$ cat config.mk
export PLATFORM = sky130hd
export DESIGN_NAME = vid_timing_monitor
export DESIGN_NICKNAME = d
export VERILOG_FILES = /design/src/rtl/vid_timing_monitor.sv
export SDC_FILE = /design/constraint.sdc
export NUM_CORES = 1
export LEC_CHECK = 0
export ABC_AREA = 1
export CAP_MARGIN = 20
export CORE_MARGIN = 5
export CORE_UTILIZATION = 62
export DETAILED_ROUTE_END_ITERATION = 16
export GPL_ROUTABILITY_DRIVEN = 0
export PLACE_DENSITY = 0.86
export SYNTH_ARGS = -nofsm -noshare
export SYNTH_HDL_FRONTEND = slang
export SYNTH_SLANG_ARGS = --single-unit
$ cat constraint.sdc
create_clock -name clk -period 11.3 [get_ports clk]
set_input_delay 2.26 -clock clk [delete_from_list [all_inputs] [get_ports clk]]
set_output_delay 2.26 -clock clk [all_outputs]
set_load 0.1 [all_outputs]
$ cat src/rtl/vid_timing_monitor.sv
// Measures hs/vs/de timing of a pixel stream, declares lock after LOCK_FRAMES identical frames.
// Optional active-pixel CRC-16-CCITT per frame is built when VTM_CRC_EN is defined.
module vid_timing_monitor #(
  parameter int HS_POL      = 1,
  parameter int VS_POL      = 1,
  parameter int LOCK_FRAMES = 3,
  parameter int CW          = 12
) (
  input  logic          clk,
  input  logic          reset,
  input  logic          vid_hs,
  input  logic          vid_vs,
  input  logic          vid_de,
  input  logic [7:0]    vid_r,
  input  logic [7:0]    vid_g,
  input  logic [7:0]    vid_b,
  output logic [CW-1:0] h_total,
  output logic [CW-1:0] h_active,
  output logic [CW-1:0] v_total,
  output logic [CW-1:0] v_active,
  output logic          frame_valid,
  output logic          locked,
  output logic          timing_change,
  output logic          overflow,
  output logic [15:0]   frame_crc
);

  localparam logic          HS_ACT  = (HS_POL != 0);
  localparam logic          VS_ACT  = (VS_POL != 0);
  localparam int            LOCK_M1 = LOCK_FRAMES - 1;
  localparam logic [CW-1:0] MAX     = '1;
  localparam int            SW      = 4 * CW + 16;

  typedef enum logic [1:0] {IDLE, MEASURE, CHECK, LOCKED} state_t;

  function automatic logic [CW-1:0] sat_inc(input logic [CW-1:0] v);
    return (v == MAX) ? MAX : v + 1'b1;
  endfunction

  logic          hs_p0, vs_p0, de_p0, hs_p1, vs_p1;
  logic          hs_edge, vs_edge, timeout, sat_any, same;
  logic [CW-1:0] hcnt, decnt, vcnt, actl, line_len, line_act;
  logic [CW-1:0] len_end, act_end, vcnt_end, actl_end;
  logic [15:0]   crc_end;
  logic [SW-1:0] new_set, ref_set;
  logic [3:0]    match;
  state_t        state, state_nxt;
  logic          upd_out, load_ref, inc_match, clr_match, tchg;

  // p0: registered inputs, p1: delayed copy for edge detection
  always_ff @(posedge clk or posedge reset) begin
    if (reset) begin
      hs_p0 <= 1'b0;
      vs_p0 <= 1'b0;
      de_p0 <= 1'b0;
      hs_p1 <= 1'b0;
      vs_p1 <= 1'b0;
    end else begin
      hs_p0 <= vid_hs;
      vs_p0 <= vid_vs;
      de_p0 <= vid_de;
      hs_p1 <= hs_p0;
      vs_p1 <= vs_p0;
    end
  end

  assign hs_edge = (hs_p0 == HS_ACT) && (hs_p1 != HS_ACT);
  assign vs_edge = (vs_p0 == VS_ACT) && (vs_p1 != VS_ACT);

  // Values as they stand once the current hs_edge line is folded into the frame
  always_comb begin
    len_end  = line_len;
    act_end  = line_act;
    vcnt_end = vcnt;
    actl_end = actl;
    if (hs_edge) begin
      len_end  = sat_inc(hcnt);
      vcnt_end = sat_inc(vcnt);
      if (decnt != '0) begin
        act_end  = decnt;
        actl_end = sat_inc(actl);
      end
    end
  end

  assign sat_any = (hcnt == MAX) || (decnt == MAX) || (vcnt_end == MAX) || (actl_end == MAX);
  assign timeout = (hcnt == MAX) && !hs_edge;

  always_ff @(posedge clk or posedge reset) begin
    if (reset) begin
      hcnt     <= '0;
      decnt    <= '0;
      vcnt     <= '0;
      actl     <= '0;
      line_len <= '0;
      line_act <= '0;
      overflow <= 1'b0;
    end else begin
      hcnt     <= hs_edge ? '0 : sat_inc(hcnt);
      decnt    <= hs_edge ? '0 : (de_p0 ? sat_inc(decnt) : decnt);
      line_len <= len_end;
      line_act <= act_end;
      vcnt     <= vs_edge ? '0 : vcnt_end;
      actl     <= vs_edge ? '0 : actl_end;
      if (sat_any) overflow <= 1'b1;
    end
  end

`ifdef VTM_CRC_EN
  logic [23:0] rgb_p0;
  logic [15:0] crc;

  function automatic logic [15:0] crc_byte(input logic [15:0] c, input logic [7:0] d);
    logic [15:0] x;
    x = c;
    for (int i = 7; i >= 0; i--)
      x = {x[14:0], 1'b0} ^ ((x[15] ^ d[i]) ? 16'h1021 : 16'h0000);
    return x;
  endfunction

  always_ff @(posedge clk or posedge reset) begin
    if (reset) begin
      rgb_p0 <= '0;
      crc    <= '0;
    end else begin
      rgb_p0 <= {vid_r, vid_g, vid_b};
      if (vs_edge)
        crc <= 16'hFFFF;
      else if (de_p0)
        crc <= crc_byte(crc_byte(crc_byte(crc, rgb_p0[23:16]), rgb_p0[15:8]), rgb_p0[7:0]);
    end
  end

  assign crc_end = crc;
`else
  logic unused_rgb;
  assign unused_rgb = ^{vid_r, vid_g, vid_b};
  assign crc_end    = 16'h0000;
`endif

  assign new_set = {len_end, act_end, vcnt_end, actl_end, crc_end};
  assign same    = (new_set == ref_set);

  always_ff @(posedge clk or posedge reset) begin
    if (reset) state <= IDLE;
    else       state <= state_nxt;
  end

  always_comb begin
    state_nxt = state;
    if (timeout)
      state_nxt = IDLE;
    else if (vs_edge) begin
      case (state)
        IDLE:    state_nxt = MEASURE;
        MEASURE: state_nxt = CHECK;
        CHECK:   if (same && ((int'(match) + 1) >= LOCK_M1)) state_nxt = LOCKED;
        LOCKED:  if (!same) state_nxt = CHECK;
        default: state_nxt = IDLE;
      endcase
    end
  end

  always_comb begin
    upd_out   = 1'b0;
    load_ref  = 1'b0;
    inc_match = 1'b0;
    clr_match = 1'b0;
    tchg      = 1'b0;
    if (!timeout && vs_edge) begin
      case (state)
        MEASURE: begin
          upd_out   = 1'b1;
          load_ref  = 1'b1;
          clr_match = 1'b1;
        end
        CHECK: begin
          upd_out = 1'b1;
          if (same) inc_match = 1'b1;
          else begin
            load_ref  = 1'b1;
            clr_match = 1'b1;
          end
        end
        LOCKED: begin
          upd_out = 1'b1;
          if (!same) begin
            load_ref  = 1'b1;
            clr_match = 1'b1;
            tchg      = 1'b1;
          end
        end
        default: ;
      endcase
    end
  end

  // Registered status and measurement outputs
  always_ff @(posedge clk or posedge reset) begin
    if (reset) begin
      h_total       <= '0;
      h_active      <= '0;
      v_total       <= '0;
      v_active      <= '0;
      frame_crc     <= '0;
      frame_valid   <= 1'b0;
      timing_change <= 1'b0;
      locked        <= 1'b0;
      ref_set       <= '0;
      match         <= '0;
    end else begin
      frame_valid   <= upd_out;
      timing_change <= tchg;
      locked        <= (state_nxt == LOCKED);
      if (upd_out) begin
        h_total   <= len_end;
        h_active  <= act_end;
        v_total   <= vcnt_end;
        v_active  <= actl_end;
        frame_crc <= crc_end;
      end
      if (load_ref) ref_set <= new_set;
      if (clr_match)      match <= '0;
      else if (inc_match) match <= match + 1'b1;
    end
  end

endmodule

==> results of run 1 <==
## state kept, by name, summed over array words and instances (netlist names), 2 cells and up
| name | cells |
|---|---|
| hcnt | 12 |
| h_active | 12 |
| match | 4 |
| v_active | 12 |
| v_total | 12 |
| line_len | 12 |
| actl | 12 |
| line_act | 12 |
| vcnt | 12 |
| decnt | 12 |
| ref_set | 48 |
| state | 2 |
| h_total | 12 |
## worst paths after layout
path | cells past startpoint | from | to
max | 18 | decnt[1] | ref_set[31]
min | 0 | vs_p0 | vs_p1
max reg2reg | 18 | decnt[1] | ref_set[31]
min reg2reg | 0 | vs_p0 | vs_p1
max in group asynchronous | 4 | reset | ref_set[62]
min in group asynchronous | 2 | reset | v_total[0]
## cells in the mapped netlist (2+ instances only)
cell	number
buf_2	10
nor4_1	2
inv_1	155
o22ai_1	3
nand3_2	5
or2_2	6
o21ai_0	53
nand4_1	34
nor2_4	2
nor2_2	8
nand3b_1	17
dfrtp_1	183
buf_1	2
nand2_2	2
ha_1	7
xnor2_1	3
a31oi_1	6
clkbuf_1	12
buf_6	3
o21bai_1	3
a21oi_1	15
inv_2	8
xor2_1	10
o21ai_1	40
buf_4	33
nand2_1	409
nand3_1	110
nor3_1	4
nor2_1	103
## layout make-up
class,count,area [um2]
tap,188,235.2
inverter,163,616.8
fill,1156,4408
timing repair buffer,62,638.1
clock buffer,22,494.2
sequential,183,4579
multi-input combinational,865,3978
clock inverter,10,140.1
## cells in the final DEF (no fill, tap or decap), drive strengths merged, types with 7 or more instances in the layout
cell type / count
nand2: 412
dfrtp: 183
inv: 165
nand3: 116
nor2: 113
o21ai: 93
clkdlybuf4s50: 56
nand4: 35
clkbuf: 22
nand3b: 17
conb: 16
a21oi: 15
xor2: 10
ha: 7
## worst reg2reg max path: stages (launching register included)
cell	delay, ns
dfrtp_1	0.38
inv_1	0.17
ha_1	0.22
nand2_1	0.07
nor2_2	0.15
nand3_4	0.35
nand2_1	0.77
nand2_1	0.19
nand3_1	0.12
nand2_1	0.07
nor2_1	0.12
nand2_1	0.08
nor2_1	0.19
nand3_1	0.18
nor2_2	0.21
nand3_2	0.45
nand2_4	0.87
nand2_1	0.18
o21ai_1	0.14
## metrics by stage
stage	cells	utilization [%]	hold slack (ns)	area, um2	power [mW]
after global placement	1459	66.27	0.3577	10000	1.386
after detailed placement	1459	66.27	0.3683	10000	1.404
after CTS	1491	70.47	0.3823	10630	2.033
final	1493	70.79	0.3770	10680	2.032
after floorplan	1271	-	0.3537	9548	1.282
after global routing	1493	70.79	0.3971	10680	2.127
## kinds of logic (layout without fill, tap and decap cells)
| family | count (synthesis) | count (layout) | share of synthesized area, % |
|---|---|---|---|
| AND/OR/NAND/NOR | 705 | 705 | 32.23 |
| buffers and inverters | 223 | 257 | 10.49 |
| flip-flops | 183 | 183 | 48.25 |
| AO/OA/AOI/OAI | 124 | 124 | 6.868 |
| XOR/XNOR | 13 | 13 | 1.200 |
| adder cells (fa/ha/maj) | 7 | 7 | 0.9227 |
| other | 1 | 16 | 0.03951 |
## layer usage
layer	share of wire, %	vias up	global-route usage, %	wire [um]
met2	50	255	41.24	10760
li1	-	4015	-	-
met4	2.4	0	9.429	523
met5	0	-	0	0
met3	5.3	55	5.287	1144
met1	42	3945	32.63	9134
## power by group through the flow
stage / Sequential [mW] / Clock [mW] / Combinational [mW]
after detailed placement: 0.809 / 0 / 0.595
final: 0.800 / 0.631 / 0.600
after floorplan: 1.00 / 0 / 0.279
after global placement: 0.805 / 0 / 0.582
after global routing: 0.812 / 0.661 / 0.654
after CTS: 0.799 / 0.634 / 0.600
==> impl_metrics.tcl, run 1 <==
set metrics [dict create \
    status "complete, no violations" \
    synth_edf_count 0 \
    core_um2 15090 \
    synth_area_um2 9492 \
    cp.arrival_ns 5.31 \
    peakVddDrop_mv 0.1286 \
    syn_to_final_growth_pct 12.54 \
    period_minus_slack_ns 4.976 \
    dieArea_um2 17880 \
    final_nets 1328 \
    swShare_pct 37.27 \
    drtIter0Drc 747 \
    cts_setup_buffers 0 \
    cts_resized 0 \
    finalClockSkew_ns 0.009146 \
    setup_violations 0 \
    first_global_vias 7802 \
    cts_tree "yes" \
    yosys.cell_types.count 37 \
    synthArstFlopShare_pct 100.0 \
    cap_violations 0 \
    cts_buffers 17 \
    grt.total_usage_pct 24.99 \
    start_util_pct 62.90 \
    diodes 0 \
    r2r_slack_ns 6.32 \
    via_per_inst 5.539 \
    die_y_um 133.7 \
    detailed_place_hpwl_um 13980 \
    dieWidth_um 133.7 \
    critPathSlowestCell "nand2_4" \
    crit_fanout 81 \
    antenna_found_initial 0 \
    yosys.area.top_type "dfrtp_1" \
    io_pins 97 \
    synth_seq_cells 183 \
    crit_chain "inv_1 -> ha_1 -> nand2_1 -> nor2_2 -> nand3_4 -> nand2_1 -> nand2_1 -> nand3_1 -> nand2_1 -> nor2_1 -> nand2_1 -> nor2_1 -> nand3_1 -> nor2_2 -> nand3_2 -> nand2_4 -> nand2_1 -> o21ai_1" \
    grt_max_degree 105 \
    slew_violations 0 \
    power.switching_mw 0.7571 \
    synth_seq_area_share_pct 48.25 \
    post_drt_wl_per_cell_um 14.44 \
    antenna_left 0 \
    fin_crit_sh_pct 44.04 \
    first_pass_iters 6 \
    cts-root-buf "clkbuf_16" \
    path_buf_inv 1 \
    drive_gt1_share_pct 5.670 \
    tightestPinTransition_ns 0.9901 \
    synth_cells 1256 \
    port_buffers 56 \
    crit_required_ns 11.64 \
    seqPwrFrac_pct 39.4 \
    slew_headroom_pct 33.78 \
    crit_type "register to register" \
    clockBufferDepth 2 \
    hp-class "register to register" \
    syn_avg_cell_area_um2 7.557 \
    tns_ns 0 \
    row_count 45 \
    insertion_delay_ns 0.44 \
    clk_pin_slew_ns 0.06 \
    dp_slack_ns 6.539 \
    p_clk_share_pct 31.1 \
    p_per_area_nw_per_um2 190.2 \
    ys_warn_count 0 \
    p_leak_nw 5.495 \
    worst_setup_path_end_kind "register" \
    combPwrFrac_pct 29.6 \
    htree_levels 4 \
    routed_wl_um 21560 \
    overflow 0 \
    max_freq_mhz 201.0 \
    finalHoldViolCount 0 \
    drc_errors 0 \
    p_int_mw 1.275 \
    slowest_delay_ns 0.87 \
    setup_ws_ns 6.324 \
    grt_pass1_wl_um 36400 \
    hold_buffers 0 \
    cts.sinks 183 \
    num_vias 8270 \
    synth_top_area_share_pct 48.25 \
    synthTopCellsByArea "dfrtp_1 (48%), nand2_1 (16%), inv_1 (6.1%)" \
    rsz0062_at_grt "no" \
    crit_family "simple AND/OR/NAND/NOR gates" \
    setup.worst_path.start_class "register" \
    crit_top_cell "nand2_1" \
    synth_flop_cell "dfrtp_1" \
]
Note: power is estimated with default switching activity, not from simulation.
==> inputs of run 2 (changes only) <==
--- a/config.mk
+++ b/config.mk
@@ -8,10 +8,10 @@
 export ABC_AREA = 1
 export CAP_MARGIN = 20
 export CORE_MARGIN = 5
-export CORE_UTILIZATION = 62
+export CORE_UTILIZATION = 57
 export DETAILED_ROUTE_END_ITERATION = 16
 export GPL_ROUTABILITY_DRIVEN = 0
-export PLACE_DENSITY = 0.86
+export PLACE_DENSITY = 0.8
 export SYNTH_ARGS = -nofsm -noshare
 export SYNTH_HDL_FRONTEND = slang
 export SYNTH_SLANG_ARGS = --single-unit
==> constraint.sdc (replaced) <==
create_clock -name clk -period 4.9 [get_ports clk]
set_input_delay 0.98 -clock clk [delete_from_list [all_inputs] [get_ports clk]]
set_output_delay 0.98 -clock clk [all_outputs]
set_load 0.1 [all_outputs]
==> impl_metrics.tcl, run 2 (synthesis results as in run 1) <==
set metrics [dict create \
    antenna_left 0 \
    cts_buffers 17 \
    crit_top_cell "nand2_1" \
    p_per_area_nw_per_um2 428.2 \
    finalClockSkew_ns 0.01153 \
    diodes 0 \
    crit_chain "inv_1 -> ha_1 -> nand2_1 -> nor2_2 -> nand3_4 -> nand2_1 -> nand2_1 -> nand2_1 -> nand2_1 -> nand2_1 -> nand3_1 -> nor2_1 -> nand3_1 -> nor2_2 -> nand3_2 -> nand2_4 -> buf_12 -> nand2_1 -> o21ai_1" \
    period_minus_slack_ns 4.124 \
    core_um2 16470 \
    setup.worst_path.start_class "register" \
    dpl-instance-area_um2 10100 \
    drtIter0Drc 648 \
    status "complete, no violations" \
    crit_type "register to register" \
    row_count 47 \
    drc_errors 0 \
    largest_register_ff_count 48 \
    tns_ns 0 \
    routed_wl_um 20430 \
    dieArea_um2 19330 \
    overflow 0 \
    tightestPinTransition_ns 0.9958 \
    port_buffers 56 \
    detailed_place_hpwl_um 13940 \
    crit_family "simple AND/OR/NAND/NOR gates" \
    insertion_delay_ns 0.43 \
    min_from "vs_p0" \
    cts.sinks 183 \
    htree_levels 4 \
    num-fill-cells 1431 \
    reg2reg_from "decnt[1]" \
    hold_path_depth 0 \
    grt_max_degree 123 \
    max_freq_mhz 242.5 \
    final_cell_mix "nand2_1 (409), dfrtp_1 (183), inv_1 (153)" \
    io_pins 97 \
    final_common_cell "nand2_1" \
    setup_violations 0 \
    dieWidth_um 139.0 \
    rsz0062_at_grt "no" \
    grt_pass1_wl_um 35120 \
    hold_buffers 0 \
    cts_tree "yes" \
    slew_headroom_pct 33.40 \
    regMostFlops "ref_set" \
    peakVddDrop_mv 0.2866 \
    path_buf_inv 2 \
    hp-class "register to register" \
    critPathSlowestCell "nand2_1" \
    holdPathEnd "vs_p1" \
    cts_setup_buffers 0 \
    r2r_slack_ns 0.78 \
    post-route-cell-area_um2 10710 \
    rr_endpoint "ref_set[29]" \
    via_per_inst 5.271 \
    cap_violations 0 \
    stdcell_count 1528 \
    final_nets 1332 \
    clockBufferDepth 2 \
    num_vias 8054 \
    slowest_delay_ns 0.67 \
    crit_required_ns 5.26 \
    die_y_um 139.0 \
    slew_violations 0 \
    post_drt_wl_per_cell_um 13.37 \
    final_core_util_pct 65.04 \
    reg2regPathDepth 19 \
    antenna_found_initial 0 \
    cts-root-buf "clkbuf_16" \
    grt.total_usage_pct 21.77 \
    dp_slack_ns 0.7610 \
    p_leak_nw 5.468 \
    cts_resized 0 \
    syn_to_final_growth_pct 12.83 \
    whs_ns 0.3724 \
    fin_crit_sh_pct 84.16 \
    finalHoldViolCount 0 \
    setup_ws_ns 0.7760 \
    clk_pin_slew_ns 0.07 \
    first_global_vias 7601 \
    first_pass_iters 5 \
    worst_setup_path_end_kind "register" \
    start_util_pct 57.64 \
    power.total_mw 4.586 \
    crit_fanout 43 \
    dp.cells 1496 \
    drive_gt1_share_pct 5.657 \
    cp.arrival_ns 4.48 \
]
==> run 2: changes by cell type in the layout (fill, tap and decap cells not counted) <==
| cell | change |
|---|---|
| clkbuf_8 | -5 |
| clkinvlp_4 | +5 |
| buf_4 | +3 |
| clkbuf_1 | +3 |
| buf_12 | +2 |
| clkinv_2 | -2 |
| inv_6 | -2 |
| buf_16 | -1 |
==> run 2: area by class of cell <==
class                      count  area, um2  area share [%]
inverter                     163      615.6           5.748
clock buffer                  20      436.7           4.078
tap                          220      275.3           2.570
timing repair buffer          66      673.1           6.286
clock inverter                11      151.4           1.414
multi-input combinational    865       3978           37.14
sequential                   183       4579           42.76
==> run 2: power by group <==
group | leakage [nW] | switching, mW | internal (mW)
Sequential | 2.40 | 0.126 | 1.72
Clock | 0.273 | 0.570 | 0.801
Combinational | 2.79 | 1.02 | 0.352
Total | 5.47 | 1.72 | 2.87
==> run 2: worst max-delay path by stage <==
stage,to,start,depth (start not counted),slack (ns)
2_1_floorplan,actl[0],reset,1,1.57
3_3_place_gp,ref_set[34],decnt[0],19,0.89
3_5_place_dp,ref_set[29],decnt[0],19,0.76
4_1_cts,ref_set[29],decnt[0],19,0.76
5_1_grt,ref_set[40],decnt[0],19,0.38
6_report,ref_set[29],decnt[1],19,0.78
==> run 2: metal layers <==
layer	part of all wire (%)	GRT usage [%]	vias to the layer above	wire, um
li1	-	-	4016	-
met1	45	28.87	3783	9141
met2	48	36.38	227	9802
met3	5.5	4.517	28	1124
met4	1.7	6.437	0	357
met5	0	0	-	0
